`src/rtl/insn_buffer.sv`:
```
// Dual-lane instruction buffer between fetch and decode: circular FIFO of
// {pc, insn, ptab_addr} with 0/1/2 push and pop per cycle and synchronous flush.
module insn_buffer #(
  parameter int DEPTH  = 8,
  parameter int PTAB_W = 5
) (
  input  logic              clk,
  input  logic              rst_,
  input  logic              flush,
  input  logic              if_ib_valid_ns,
  input  logic              if_ib_valid_0,
  input  logic              if_ib_valid_1,
  input  logic [31:0]       if_ib_pc_0,
  input  logic [31:0]       if_ib_pc_1,
  input  logic [31:0]       if_ib_insn_0,
  input  logic [31:0]       if_ib_insn_1,
  input  logic [PTAB_W-1:0] if_ib_ptab_addr_0,
  input  logic [PTAB_W-1:0] if_ib_ptab_addr_1,
  output logic              ib_allin,
  output logic [31:0]       ib_id_pc_0,
  output logic [31:0]       ib_id_pc_1,
  output logic [31:0]       ib_id_insn_0,
  output logic [31:0]       ib_id_insn_1,
  output logic [PTAB_W-1:0] ib_id_ptab_addr_0,
  output logic [PTAB_W-1:0] ib_id_ptab_addr_1,
  output logic              ib_id_valid_0,
  output logic              ib_id_valid_1,
  output logic              ib_valid_ns,
  input  logic              id_allin
);

  localparam int PTR_W = $clog2(DEPTH);
  localparam int CNT_W = PTR_W + 1;

  logic [31:0]       pc_mem_r   [DEPTH];
  logic [31:0]       insn_mem_r [DEPTH];
  logic [PTAB_W-1:0] ptab_mem_r [DEPTH];

  logic [PTR_W-1:0] head_r;
  logic [PTR_W-1:0] tail_r;
  logic [CNT_W-1:0] count_r;

  logic             allin_s;
  logic             valid_0_s;
  logic             valid_1_s;
  logic             push_fire_s;
  logic             pop_fire_s;
  logic [1:0]       push_n_s;
  logic [1:0]       pop_n_s;
  logic [PTR_W-1:0] lane1_idx_s;
  logic [PTR_W-1:0] head_p1_s;

  // Flow control and per-cycle push/pop amounts, all from current state.
  always_comb begin
    allin_s     = (count_r <= CNT_W'(DEPTH - 2));
    valid_0_s   = (count_r >= CNT_W'(1));
    valid_1_s   = (count_r >= CNT_W'(2));
    push_fire_s = if_ib_valid_ns & allin_s;
    pop_fire_s  = valid_0_s & id_allin;
    if (push_fire_s) begin
      push_n_s = {1'b0, if_ib_valid_0} + {1'b0, if_ib_valid_1};
    end else begin
      push_n_s = 2'd0;
    end
    if (pop_fire_s) begin
      pop_n_s = valid_1_s ? 2'd2 : 2'd1;
    end else begin
      pop_n_s = 2'd0;
    end
    // A lone lane 1 compacts down to the tail slot.
    lane1_idx_s = tail_r + PTR_W'(if_ib_valid_0);
    head_p1_s   = head_r + PTR_W'(1);
  end

  // Pointer and occupancy registers; flush outranks any push or pop.
  always_ff @(posedge clk or negedge rst_) begin
    if (!rst_) begin
      head_r  <= '0;
      tail_r  <= '0;
      count_r <= '0;
    end else if (flush) begin
      head_r  <= '0;
      tail_r  <= '0;
      count_r <= '0;
    end else begin
      head_r  <= head_r + PTR_W'(pop_n_s);
      tail_r  <= tail_r + PTR_W'(push_n_s);
      count_r <= count_r + CNT_W'(push_n_s) - CNT_W'(pop_n_s);
    end
  end

  // Entry storage; contents are don't-care outside the head..tail window.
  always_ff @(posedge clk) begin
    if (push_fire_s && !flush) begin
      if (if_ib_valid_0) begin
        pc_mem_r[tail_r]   <= if_ib_pc_0;
        insn_mem_r[tail_r] <= if_ib_insn_0;
        ptab_mem_r[tail_r] <= if_ib_ptab_addr_0;
      end
      if (if_ib_valid_1) begin
        pc_mem_r[lane1_idx_s]   <= if_ib_pc_1;
        insn_mem_r[lane1_idx_s] <= if_ib_insn_1;
        ptab_mem_r[lane1_idx_s] <= if_ib_ptab_addr_1;
      end
    end
  end

  // Output view of the two oldest entries, zeroed when a lane is empty.
  always_comb begin
    ib_allin          = allin_s;
    ib_id_valid_0     = valid_0_s;
    ib_id_valid_1     = valid_1_s;
    ib_valid_ns       = valid_0_s;
    ib_id_pc_0        = 32'd0;
    ib_id_insn_0      = 32'd0;
    ib_id_ptab_addr_0 = '0;
    ib_id_pc_1        = 32'd0;
    ib_id_insn_1      = 32'd0;
    ib_id_ptab_addr_1 = '0;
    if (valid_0_s) begin
      ib_id_pc_0        = pc_mem_r[head_r];
      ib_id_insn_0      = insn_mem_r[head_r];
      ib_id_ptab_addr_0 = ptab_mem_r[head_r];
    end else begin
      ib_id_pc_0        = 32'd0;
    end
    if (valid_1_s) begin
      ib_id_pc_1        = pc_mem_r[head_p1_s];
      ib_id_insn_1      = insn_mem_r[head_p1_s];
      ib_id_ptab_addr_1 = ptab_mem_r[head_p1_s];
    end else begin
      ib_id_pc_1        = 32'd0;
    end
  end

endmodule

```
`config.mk`:
```
export PLATFORM = sky130hd
export DESIGN_NAME = insn_buffer
export DESIGN_NICKNAME = d
export VERILOG_FILES = /design/src/rtl/insn_buffer.sv
export SDC_FILE = /design/constraint.sdc
export NUM_CORES = 1
export LEC_CHECK = 0
export ABC_CLOCK_PERIOD_IN_PS = 7100
export BUFFER_PORTS_ARGS = -buffer_cell sky130_fd_sc_hd__buf_2
export CAP_MARGIN = 10
export CORE_ASPECT_RATIO = 2
export CORE_MARGIN = 2
export CORE_UTILIZATION = 25
export CTS_CLUSTER_DIAMETER = 30
export CTS_CLUSTER_SIZE = 14
export DETAILED_ROUTE_END_ITERATION = 8
export GPL_TIMING_DRIVEN = 0
export PLACE_DENSITY = 0.44
export SLEW_MARGIN = 15
export SYNTH_ARGS = -nofsm -noshare
export SYNTH_HDL_FRONTEND = slang
export SYNTH_SLANG_ARGS = --single-unit
export TNS_END_PERCENT = 10
```
`constraint.sdc`:
```
create_clock -name clk -period 7.1 [get_ports clk]
set_input_delay 1.42 -clock clk [delete_from_list [all_inputs] [get_ports clk]]
set_output_delay 1.42 -clock clk [all_outputs]
set_load 0.03 [all_outputs]
```
Yosys cells after proc, flatten, opt, wreduce, memory -nomap -nowiden
Memories as Yosys holds them, arrays and structs flattened.
Index checks and enable logic that the tools add are counted.

operators by class
  add/sub/neg operators = 7
  multipliers = 0
  divide/modulo/power cells = 0
  magnitude comparators = 3
  eq/ne operators = 0
  shifts and indexed selects = 0
  muxes and demuxes = 18
  bitwise operators = 2
  reduce and logical (&&, ||, !) cells = 2

operators with widths
  operator                                                            number
  two-way mux 32 bit                                                  4
  two-way mux 5 bit                                                   2
  adder 3 x 2 -> 3 bit                                                2
  two-way mux 1 bit                                                   6
  two-way mux 2 bit                                                   3
  two-way mux 3 bit                                                   2
  adder 4 x 2 -> 4 bit                                                1
  greater-or-equal comparator 4 x 1 -> 1 bit (second input constant)  1
  greater-or-equal comparator 4 x 2 -> 1 bit (second input constant)  1
  less-or-equal comparator 4 x 3 -> 1 bit (second input constant)     1
  two-way mux 4 bit                                                   1
  subtractor 4 x 2 -> 4 bit                                           1
  adder 3 x 1 -> 3 bit                                                1
  adder 3 x 1 -> 3 bit (second input constant)                        1
  adder 1 x 1 -> 2 bit                                                1
  bitwise AND 1 bit                                                   2
  logical AND 1 bit                                                   1
  zero test 1 bit                                                     1

storage, ports and cells
  flip-flop bits (word level) = 10
  bits in latches = 0
  memory bits (writable) = 552
  bits in read-only memories = 0
  input bits = 145
  output and inout port bits = 142
  word-level logic and storage cells = 38
  memories kept = 3

memory list
  name        depth  width  read ports  clocked after Yosys merged registers in  wr ports  line  text
  insn_mem_r  8      32     2           0                                        2         36    logic [31:0] insn_mem_r [DEPTH];
  pc_mem_r    8      32     2           0                                        2         35    logic [31:0] pc_mem_r [DEPTH];
  ptab_mem_r  8      5      2           0                                        2         37    logic [PTAB_W-1:0] ptab_mem_r [DEPTH];

Depth between registers and ports, before layout
Gate-level depths: netlist (run 1).

  word-level depth = 6
  gate-level depth with buffers = 15
  depth with buffers taken out = 13

Worst setup path after synthesis (run 1)
OpenSTA, ideal clock, no wires.

  kind = input to register
  from = in if_ib_valid_0
  to = mem insn_mem_r[2][0] (enable)
  setup time = 0.519 ns
  arrival = 5.532 ns
  data required time = 6.581 ns
  slack = 1.049 ns
  cell stages on the path = 5
  path buffers = 0
  path through = ha_1 ha_1 xnor2_2 nand3_1 a21oi_1

RTL lines
  what             line  text
  start, declared  11    input logic if_ib_valid_0,
  end, declared    36

Worst setup path in the final report (run 1)
  from = reg head_r[1]
  to = out ib_id_insn_1[14]

between the ends
  longest elaborated chain between the ends = 3

ends and longest elaborated chain
  what                      line  text
  start, declared           39    logic [PTR_W-1:0] head_r;
  start signal, assigned    86    head_r <= head_r + PTR_W'(pop_n_s);
  adder 3 x 1 -> 3 bit      72    head_p1_s = head_r + PTR_W'(1);
  memory read (8 x 32 bit)  n/a
  two-way mux 32 bit        127   if (valid_1_s) begin
  end, declared             23    output logic [31:0] ib_id_insn_1,

Every way passes these cells.

==> impl_metrics.prom, run 1 <==
# TYPE chip_impl_metric gauge
chip_impl_metric{name="die_width",unit="um"} 262
chip_impl_info{name="tritoncts",value="done"} 1
chip_impl_metric{name="globalRouteMet3Util",unit=""} 0.0413
chip_impl_metric{name="maxCapViolCount",unit=""} 0
chip_impl_metric{name="first_global_vias",unit=""} 26209
chip_impl_metric{name="holdBufCountCts",unit=""} 0
chip_impl_metric{name="critPathArrivalTime",unit="ps"} 4450
chip_impl_metric{name="synth_async_sr_flop_share",unit=""} 0.0178
chip_impl_info{name="worst_path_most_repeated_cell",value="sky130_fd_sc_hd__buf_2"} 1
chip_impl_metric{name="netlist.area_leader.share",unit=""} 0.497
chip_impl_metric{name="rrSetupSlack",unit="ps"} 2990
chip_impl_metric{name="finalSetupViolations",unit=""} 0
chip_impl_metric{name="initialDrtViolationCount",unit=""} 1337
chip_impl_metric{name="tritoncts.num_buffers",unit=""} 115
chip_impl_metric{name="drt-pass1-iter-count",unit=""} 5
chip_impl_metric{name="timing.reg2reg.worst_path_depth",unit=""} 14
chip_impl_metric{name="num_rows",unit=""} 189
chip_impl_metric{name="final_net_count",unit=""} 3013
chip_impl_metric{name="place.port_buffers",unit=""} 286
chip_impl_metric{name="yosysWarningCount",unit=""} 0
chip_impl_metric{name="period_minus_slack",unit="ps"} 5870
chip_impl_metric{name="clockBufferDepth",unit=""} 3
chip_impl_info{name="worstReg2RegStart",value="count_r[3]"} 1
chip_impl_metric{name="coreArea",unit="um^2"} 132000
chip_impl_info{name="startpoint_type",value="flip-flop"} 1
chip_impl_metric{name="worst-slew-pin-transition",unit="ps"} 1280
chip_impl_metric{name="max_freq",unit="GHz"} 0.170
chip_impl_info{name="critical_path.startpoint",value="head_r[1]"} 1
chip_impl_metric{name="synth.distinct_cells",unit=""} 43
chip_impl_info{name="status",value="finished clean"} 1
chip_impl_metric{name="hold-worst-slack",unit="ps"} 577
chip_impl_metric{name="use_met1",unit=""} 0.219
chip_impl_metric{name="routed-via-count",unit=""} 24174
chip_impl_info{name="critical_path.top_delay_family",value="buffers and inverters"} 1
chip_impl_info{name="synth.top_cells.by_area",value="sky130_fd_sc_hd__edfxtp_1 (50%), sky130_fd_sc_hd__mux2_2 (22%), sky130_fd_sc_hd__mux2i_1 (10%)"} 1
chip_impl_metric{name="synth_enable_flop_cells",unit=""} 552
chip_impl_metric{name="syn2layout_area_growth",unit="%"} 26.3
chip_impl_info{name="crit_path_top_delay_cell",value="sky130_fd_sc_hd__a2111oi_0"} 1
chip_impl_metric{name="global_route.usage.met2",unit=""} 0.403
chip_impl_metric{name="dieArea",unit="um^2"} 137000
chip_impl_metric{name="wl_per_cell",unit="um"} 31.5
chip_impl_metric{name="cp_slowest_stage_delay",unit="ps"} 980
chip_impl_info{name="yosys.cell_count.top_type",value="sky130_fd_sc_hd__mux2_2"} 1
chip_impl_metric{name="synthCells",unit=""} 2404
chip_impl_metric{name="grt_start_max_net_pins",unit=""} 18
chip_impl_metric{name="powerDensity",unit="nW/um^2"} 440
chip_impl_metric{name="synth-seq-cells",unit=""} 562
chip_impl_metric{name="pin_count",unit=""} 287
chip_impl_metric{name="clock_latency",unit="ps"} 710
chip_impl_info{name="grt_most_used_layer",value="met2"} 1
chip_impl_metric{name="drc_violation_count_after_routing",unit=""} 0
chip_impl_info{name="yosys-top-cells-count",value="sky130_fd_sc_hd__mux2_2 (660), sky130_fd_sc_hd__edfxtp_1 (552), sky130_fd_sc_hd__mux2i_1 (345)"} 1
chip_impl_metric{name="setup_clock_skew_after_layout",unit="ps"} 30.3
chip_impl_metric{name="p_leak",unit="nW"} 14.4
chip_impl_info{name="rsz0062_at_grt",value="false"} 1
chip_impl_metric{name="worst_vdd_rail_ir_drop",unit="V"} 0.000235
chip_impl_metric{name="dp_hpwl",unit="um"} 107000
chip_impl_metric{name="grt.overflow.total",unit=""} 0
chip_impl_metric{name="dp_slack",unit="ps"} 1810
chip_impl_info{name="critPathCaptureType",value="primary output"} 1
chip_impl_info{name="critical_path.cell_chain",value="ha_1 -> clkbuf_1 -> buf_2 -> mux2_2 -> o22ai_1 -> a2111oi_0 -> buf_2"} 1
chip_impl_info{name="synth_flop_cell",value="sky130_fd_sc_hd__edfxtp_1"} 1
chip_impl_info{name="clockRootBuffer",value="sky130_fd_sc_hd__clkbuf_16"} 1
chip_impl_metric{name="cts_resized",unit=""} 0
chip_impl_info{name="crit_type",value="flip-flop to primary output"} 1
chip_impl_metric{name="timing.critical_path.fanout_max",unit=""} 10
chip_impl_metric{name="start_util",unit=""} 0.252
chip_impl_metric{name="first_pass_grt_wire_length",unit="um"} 202000
chip_impl_info{name="regToRegEndpoint",value="count_r[2]"} 1
chip_impl_metric{name="synthesis.area_per_instance",unit="um^2"} 13.9
chip_impl_metric{name="fin_cells",unit=""} 4676
chip_impl_metric{name="numClockSinks",unit=""} 562
chip_impl_metric{name="die-height",unit="um"} 521
chip_impl_metric{name="post-route-period-util",unit=""} 0.827
chip_impl_metric{name="report.final.hold_viol_count",unit=""} 0
chip_impl_metric{name="synth-seq-area-share",unit=""} 0.504
chip_impl_metric{name="totalWireLength",unit="um"} 147000
chip_impl_info{name="netlist.top_cell.by_area",value="sky130_fd_sc_hd__edfxtp_1"} 1
chip_impl_metric{name="global_route.usage.total",unit=""} 0.209
chip_impl_metric{name="finalWeightedCongestion",unit=""} 0.792
chip_impl_metric{name="htreeDepth",unit=""} 3
chip_impl_metric{name="finalMaxSlewViolations",unit=""} 0
chip_impl_metric{name="slew_headroom",unit=""} 0.146
chip_impl_metric{name="fin_ws",unit="ps"} 1230
chip_impl_metric{name="syn_area",unit="um^2"} 33400
chip_impl_metric{name="drive_gt1_frac",unit=""} 0.460
chip_impl_info{name="worst_hold_path_type",value="primary input to asynchronous set/reset pin"} 1
chip_impl_metric{name="cp.buffers_inverters",unit=""} 3
chip_impl_metric{name="synthesis.nets",unit=""} 2566
chip_impl_metric{name="post-place-cells",unit=""} 4453
chip_impl_metric{name="required",unit="ps"} 5680
chip_impl_metric{name="grt_antenna_before_repair",unit=""} 41
chip_impl_metric{name="clk_pin_slew",unit="ps"} 50
chip_impl_metric{name="post_cts.repair.setup_buffers",unit=""} 0
chip_impl_metric{name="via_per_inst",unit=""} 5.17
chip_impl_metric{name="post_layout_total_power",unit="mW"} 18.6
chip_impl_metric{name="postRouteAntennaNets",unit=""} 0
where the power goes:
| part | switching, mW | internal [mW] | total, mW |
|---|---|---|---|
| registers | 0.0580 | 3.78 | 3.84 |
| clock network | 1.90 | 3.79 | 5.69 |
| logic | 6.27 | 2.75 | 9.02 |
layout by cell type (no fill, tap or decap), drive strengths merged, types with 3 or more instances in the layout:
master    count
nand3         8
fa            4
clkbuf      198
xor2          4
inv          18
nor2         20
edfxtp      552
nor2b        76
diode        10
clkinv       47
clkinvlp     13
mux2i       345
and3          4
a211oi       69
a21oi         4
nand2        76
mux2        690
bufinv       22
a2111oi      69
xnor2         4
nand4         3
ha           13
a22oi        73
and2          4
buf         469
a221oi       69
o22ai        69
dfrtp        10
area by class of cell:
class	instances	area (um^2)
repair buffers	330	2480
flip-flops and latches	562	16800
inverters	13	48.8
diodes	10	25.0
plain buffers	213	1050
well taps	1719	2150
clock buffers	126	2960
fillers	13384	90300
clock inverters	87	1080
multi-input cells	1616	15500
state kept, by name, indices dropped and copies added (netlist names):
name and flops:
insn_mem_r 256, head_r 3, tail_r 3, ptab_mem_r 40, count_r 4, pc_mem_r 256
per-stage QoR:
stage / setup TNS (ps) / instance area [um^2] / util
5_1_grt: 0 / 42100 / 0.318
6_report: 0 / 42100 / 0.318
3_5_place_dp: 0 / 38100 / 0.287
4_1_cts: 0 / 42100 / 0.318
2_1_floorplan: 0 / 33400 / -
3_3_place_gp: -2192360 / 36900 / 0.279
worst register-to-register path: cells and delay by family (launching register included):
kind	cells	cell delay [ps]
adder cells (fa/ha/maj)	4	1030
flip-flops	1	400
XOR/XNOR	1	160
AND/OR/NAND/NOR	3	490
AO/OA/AOI/OAI	1	170
buffers and inverters	5	1710
metal layers:
metal,part of all wire,vias up,wire length [um]
li1,-,10567,-
met2,0.55,773,80200
met1,0.36,12481,53400
met4,0.035,46,5200
met3,0.054,307,8010
met5,0.0019,-,284
kinds of logic (layout without fill, tap and decap cells):
logic type,Yosys count,after routing,share of synthesized area
muxes,1035,1035,0.340
DFF,562,562,0.504
other,0,10,0
adders and majority gates,17,17,0.00728
AOI/OAI and AO/OA,358,358,0.0828
xor gates and xnor gates,8,8,0.00233
buffers and inverters,226,769,0.0330
and+or+nand+nor,198,198,0.0303
worst max-delay path by stage:
stage                     slack [ps]  cells after the start           endpoint
after floorplan                 1050                      5   insn_mem_r[2][0]
after global placement         -5020                      6  insn_mem_r[7][15]
after detailed placement        1810                      7      ib_id_pc_1[2]
after CTS                       1000                      7      ib_id_pc_1[2]
after global routing             980                      7      ib_id_pc_1[4]
final                           1230                      7   ib_id_insn_1[14]
(Power assumes the default switching activity.)
==> run 2, diff against run 1 <==
- ABC_CLOCK_PERIOD_IN_PS: 7100 -> 5000
- PLACE_DENSITY: 0.44 -> 0.45
- clock period: 7.1 -> 5 ns (I/O delays scaled with it)
==> run 2 against run 1 <==
Clock-buffer cell count down 7. Non-clock buffer count down 4. Power up 39%. Worst hold slack worse by 420 ps. Clock power up 27%. Core utilization down 0.23 points. Flip-flop and latch count unchanged. Largest cell class unchanged. Combinational power up 44%. Final area down 0.72%. Sequential share of layout area up 0.29 points. Wire length down 1.0%.
==> impl_metrics.prom, run 2 (synthesis gave the netlist of run 1 again) <==
# TYPE chip_impl_metric gauge
chip_impl_metric{name="via_per_inst",unit=""} 5.18
chip_impl_info{name="layout_top_registers",value="insn_mem_r x256, pc_mem_r x256, ptab_mem_r x40"} 1
chip_impl_metric{name="pin_count",unit=""} 287
chip_impl_metric{name="global_route.usage.total",unit=""} 0.208
chip_impl_metric{name="htreeDepth",unit=""} 3
chip_impl_metric{name="syn2layout_area_growth",unit="%"} 25.4
chip_impl_metric{name="cellInternalPower",unit="mW"} 14.0
chip_impl_metric{name="post-route-period-util",unit=""} 0.986
chip_impl_metric{name="finalMaxSlewViolations",unit=""} 0
chip_impl_metric{name="cp_slowest_stage_delay",unit="ps"} 720
chip_impl_metric{name="holdBufCountCts",unit=""} 0
chip_impl_metric{name="grt_start_max_net_pins",unit=""} 19
chip_impl_metric{name="drive_gt1_frac",unit=""} 0.470
chip_impl_metric{name="routed-via-count",unit=""} 24169
chip_impl_metric{name="drc_violation_count_after_routing",unit=""} 0
chip_impl_metric{name="power.share.sequential",unit=""} 0.212
chip_impl_metric{name="tritoncts.num_buffers",unit=""} 109
chip_impl_metric{name="drt-pass1-iter-count",unit=""} 4
chip_impl_metric{name="place.port_buffers",unit=""} 286
chip_impl_metric{name="report.final.hold_viol_count",unit=""} 0
chip_impl_metric{name="required",unit="ps"} 4000
chip_impl_metric{name="worst-slew-pin-transition",unit="ps"} 1080
chip_impl_metric{name="maxCapViolCount",unit=""} 0
chip_impl_metric{name="max_freq",unit="GHz"} 0.203
chip_impl_metric{name="first_pass_grt_wire_length",unit="um"} 200000
chip_impl_metric{name="initialDrtViolationCount",unit=""} 1285
chip_impl_metric{name="numClockSinks",unit=""} 562
chip_impl_info{name="critical_path.cell_chain",value="ha_1 -> xor2_1 -> nand2b_1 -> buf_2 -> clkbuf_1 -> o22ai_1 -> a2111oi_2 -> buf_2"} 1
chip_impl_metric{name="first_global_vias",unit=""} 26026
chip_impl_metric{name="worst_vdd_rail_ir_drop",unit="V"} 0.000328
chip_impl_metric{name="period_minus_slack",unit="ps"} 4930
chip_impl_metric{name="placed_cell_area",unit="um^2"} 38000
chip_impl_metric{name="wl_per_cell",unit="um"} 31.2
chip_impl_metric{name="die-height",unit="um"} 521
chip_impl_metric{name="setup_clock_skew_after_layout",unit="ps"} 18.5
chip_impl_metric{name="dieArea",unit="um^2"} 137000
chip_impl_metric{name="dp_hpwl",unit="um"} 107000
chip_impl_metric{name="clock_latency",unit="ps"} 720
chip_impl_info{name="status",value="finished clean"} 1
chip_impl_info{name="tritoncts",value="done"} 1
chip_impl_metric{name="p_clk_frac",unit=""} 0.281
chip_impl_metric{name="final_net_count",unit=""} 3003
chip_impl_metric{name="slew_headroom",unit=""} 0.275
chip_impl_info{name="worst_hold_path_type",value="primary input to asynchronous set/reset pin"} 1
chip_impl_info{name="critPathCaptureType",value="primary output"} 1
chip_impl_metric{name="power_frac_comb",unit=""} 0.507
chip_impl_metric{name="grt_antenna_before_repair",unit=""} 37
chip_impl_info{name="worst_path_most_repeated_cell",value="sky130_fd_sc_hd__buf_2"} 1
chip_impl_metric{name="num_rows",unit=""} 189
chip_impl_metric{name="critPathArrivalTime",unit="ps"} 3930
chip_impl_metric{name="finalSetupViolations",unit=""} 0
chip_impl_metric{name="timing.critical_path.fanout_max",unit=""} 10
chip_impl_info{name="clockRootBuffer",value="sky130_fd_sc_hd__clkbuf_16"} 1
chip_impl_metric{name="final_core_util",unit=""} 0.316
chip_impl_metric{name="timing.setup.tns",unit="ps"} 0
chip_impl_metric{name="clockBufferDepth",unit=""} 3
chip_impl_metric{name="die_width",unit="um"} 262
chip_impl_metric{name="p_leak",unit="nW"} 14.2
chip_impl_info{name="startpoint_type",value="flip-flop"} 1
chip_impl_metric{name="totalWireLength",unit="um"} 146000
chip_impl_metric{name="clk_pin_slew",unit="ps"} 50
chip_impl_info{name="crit_path_top_delay_cell",value="sky130_fd_sc_hd__clkbuf_1"} 1
chip_impl_metric{name="netSwitchingPower",unit="mW"} 11.7
chip_impl_metric{name="grt.overflow.total",unit=""} 0
chip_impl_metric{name="coreArea",unit="um^2"} 132000
chip_impl_info{name="layout_commonest_cell",value="sky130_fd_sc_hd__mux2_2"} 1
chip_impl_metric{name="fillers",unit=""} 13447
chip_impl_metric{name="powerDensity",unit="nW/um^2"} 615
chip_impl_info{name="highest_count_cells_in_the_layout_ignoring_fill_and_taps",value="sky130_fd_sc_hd__mux2_2 (660), sky130_fd_sc_hd__edfxtp_1 (552), sky130_fd_sc_hd__buf_2 (397), sky130_fd_sc_hd__mux2i_1 (345), sky130_fd_sc_hd__clkbuf_16 (111)"} 1
chip_impl_info{name="crit_type",value="flip-flop to primary output"} 1
chip_impl_metric{name="final_design_area_no_fill",unit="um^2"} 41800
chip_impl_info{name="rsz0062_at_grt",value="false"} 1
chip_impl_metric{name="switching_share",unit=""} 0.456
chip_impl_metric{name="start_util",unit=""} 0.252
chip_impl_metric{name="postRouteAntennaNets",unit=""} 0
chip_impl_metric{name="finalWeightedCongestion",unit=""} 0.784
==> run 2: metal layers <==
layer  global-route usage  vias to the layer above  share of wire  wire length [um]
met3               0.0397                      310          0.049              7130
met2                0.394                      790           0.54             78300
met1                0.220                    12464           0.37             53900
met4               0.0925                       44          0.041              6040
li1                     -                    10561              -                 -
met5                    0                        -         0.0018               265
==> run 2: worst max-delay path, delay by kind of cell (launching register included) <==
kind            cells  cell delay [ps]
compound gates      2              960
fa+ha+maj           1              240
xor+xnor            1              160
simple gates        1               70
buf+inv             3             1340
flops               1              430
==> run 2: per-stage QoR <==
| step | cells | setup WS (ps) | total power [mW] | hold WS (ps) |
|---|---|---|---|---|
| detailed placement | 4449 | -58.1 | 18.4 | 661 |
| floorplan | 2404 | -615 | 13.2 | 608 |
| global route | 4656 | 2.61 | 26.6 | 160 |
| global placement | 4409 | -6870 | 18.4 | 659 |
| finish | 4662 | 71.1 | 25.7 | 159 |
| CTS | 4651 | -78.2 | 26.0 | 120 |
==> run 2: power groups by stage <==
| stage | combinational (mW) | clock (mW) | sequential (mW) |
|---|---|---|---|
| floorplan | 7.64 | 0 | 5.52 |
| global placement | 12.8 | 0 | 5.58 |
| detailed placement | 12.9 | 0 | 5.54 |
| CTS | 13.2 | 7.34 | 5.45 |
| global route | 13.6 | 7.52 | 5.46 |
| finish | 13.0 | 7.22 | 5.45 |
==> run 2: final cells by class <==
| type | count | area, um^2 | area share |
|---|---|---|---|
| clock inverter | 83 | 783 | 0.0187 |
| timing repair buffer | 326 | 2410 | 0.0575 |
| buffer | 213 | 1100 | 0.0263 |
| clock buffer | 119 | 2810 | 0.0671 |
| antenna | 11 | 27.5 | 0.000658 |
| inverter | 13 | 48.8 | 0.00117 |
| sequential | 562 | 16800 | 0.402 |
| multi-input combinational | 1616 | 15700 | 0.375 |
| tap | 1719 | 2150 | 0.0514 |
==> run 2: repair_timing <==
item,4_1_cts,5_1_grt
setup buffers,0,0
setup endpoints to repair,91,10
resized for setup,70,10
==> run 2: worst paths after layout <==
| path | start | endpoint | slack (ps) | cells past startpoint |
|---|---|---|---|---|
| max | head_r[1] | ib_id_pc_1[7] | 70 | 8 |
| min | rst_ | head_r[1] | 160 | 1 |
| max reg2reg | count_r[2] | count_r[3] | 970 | 15 |
| min reg2reg | tail_r[2] | tail_r[2] | 670 | 3 |
| max in group asynchronous | rst_ | tail_r[2] | 4620 | 1 |
| min in group clk | tail_r[2] | tail_r[2] | 670 | 3 |
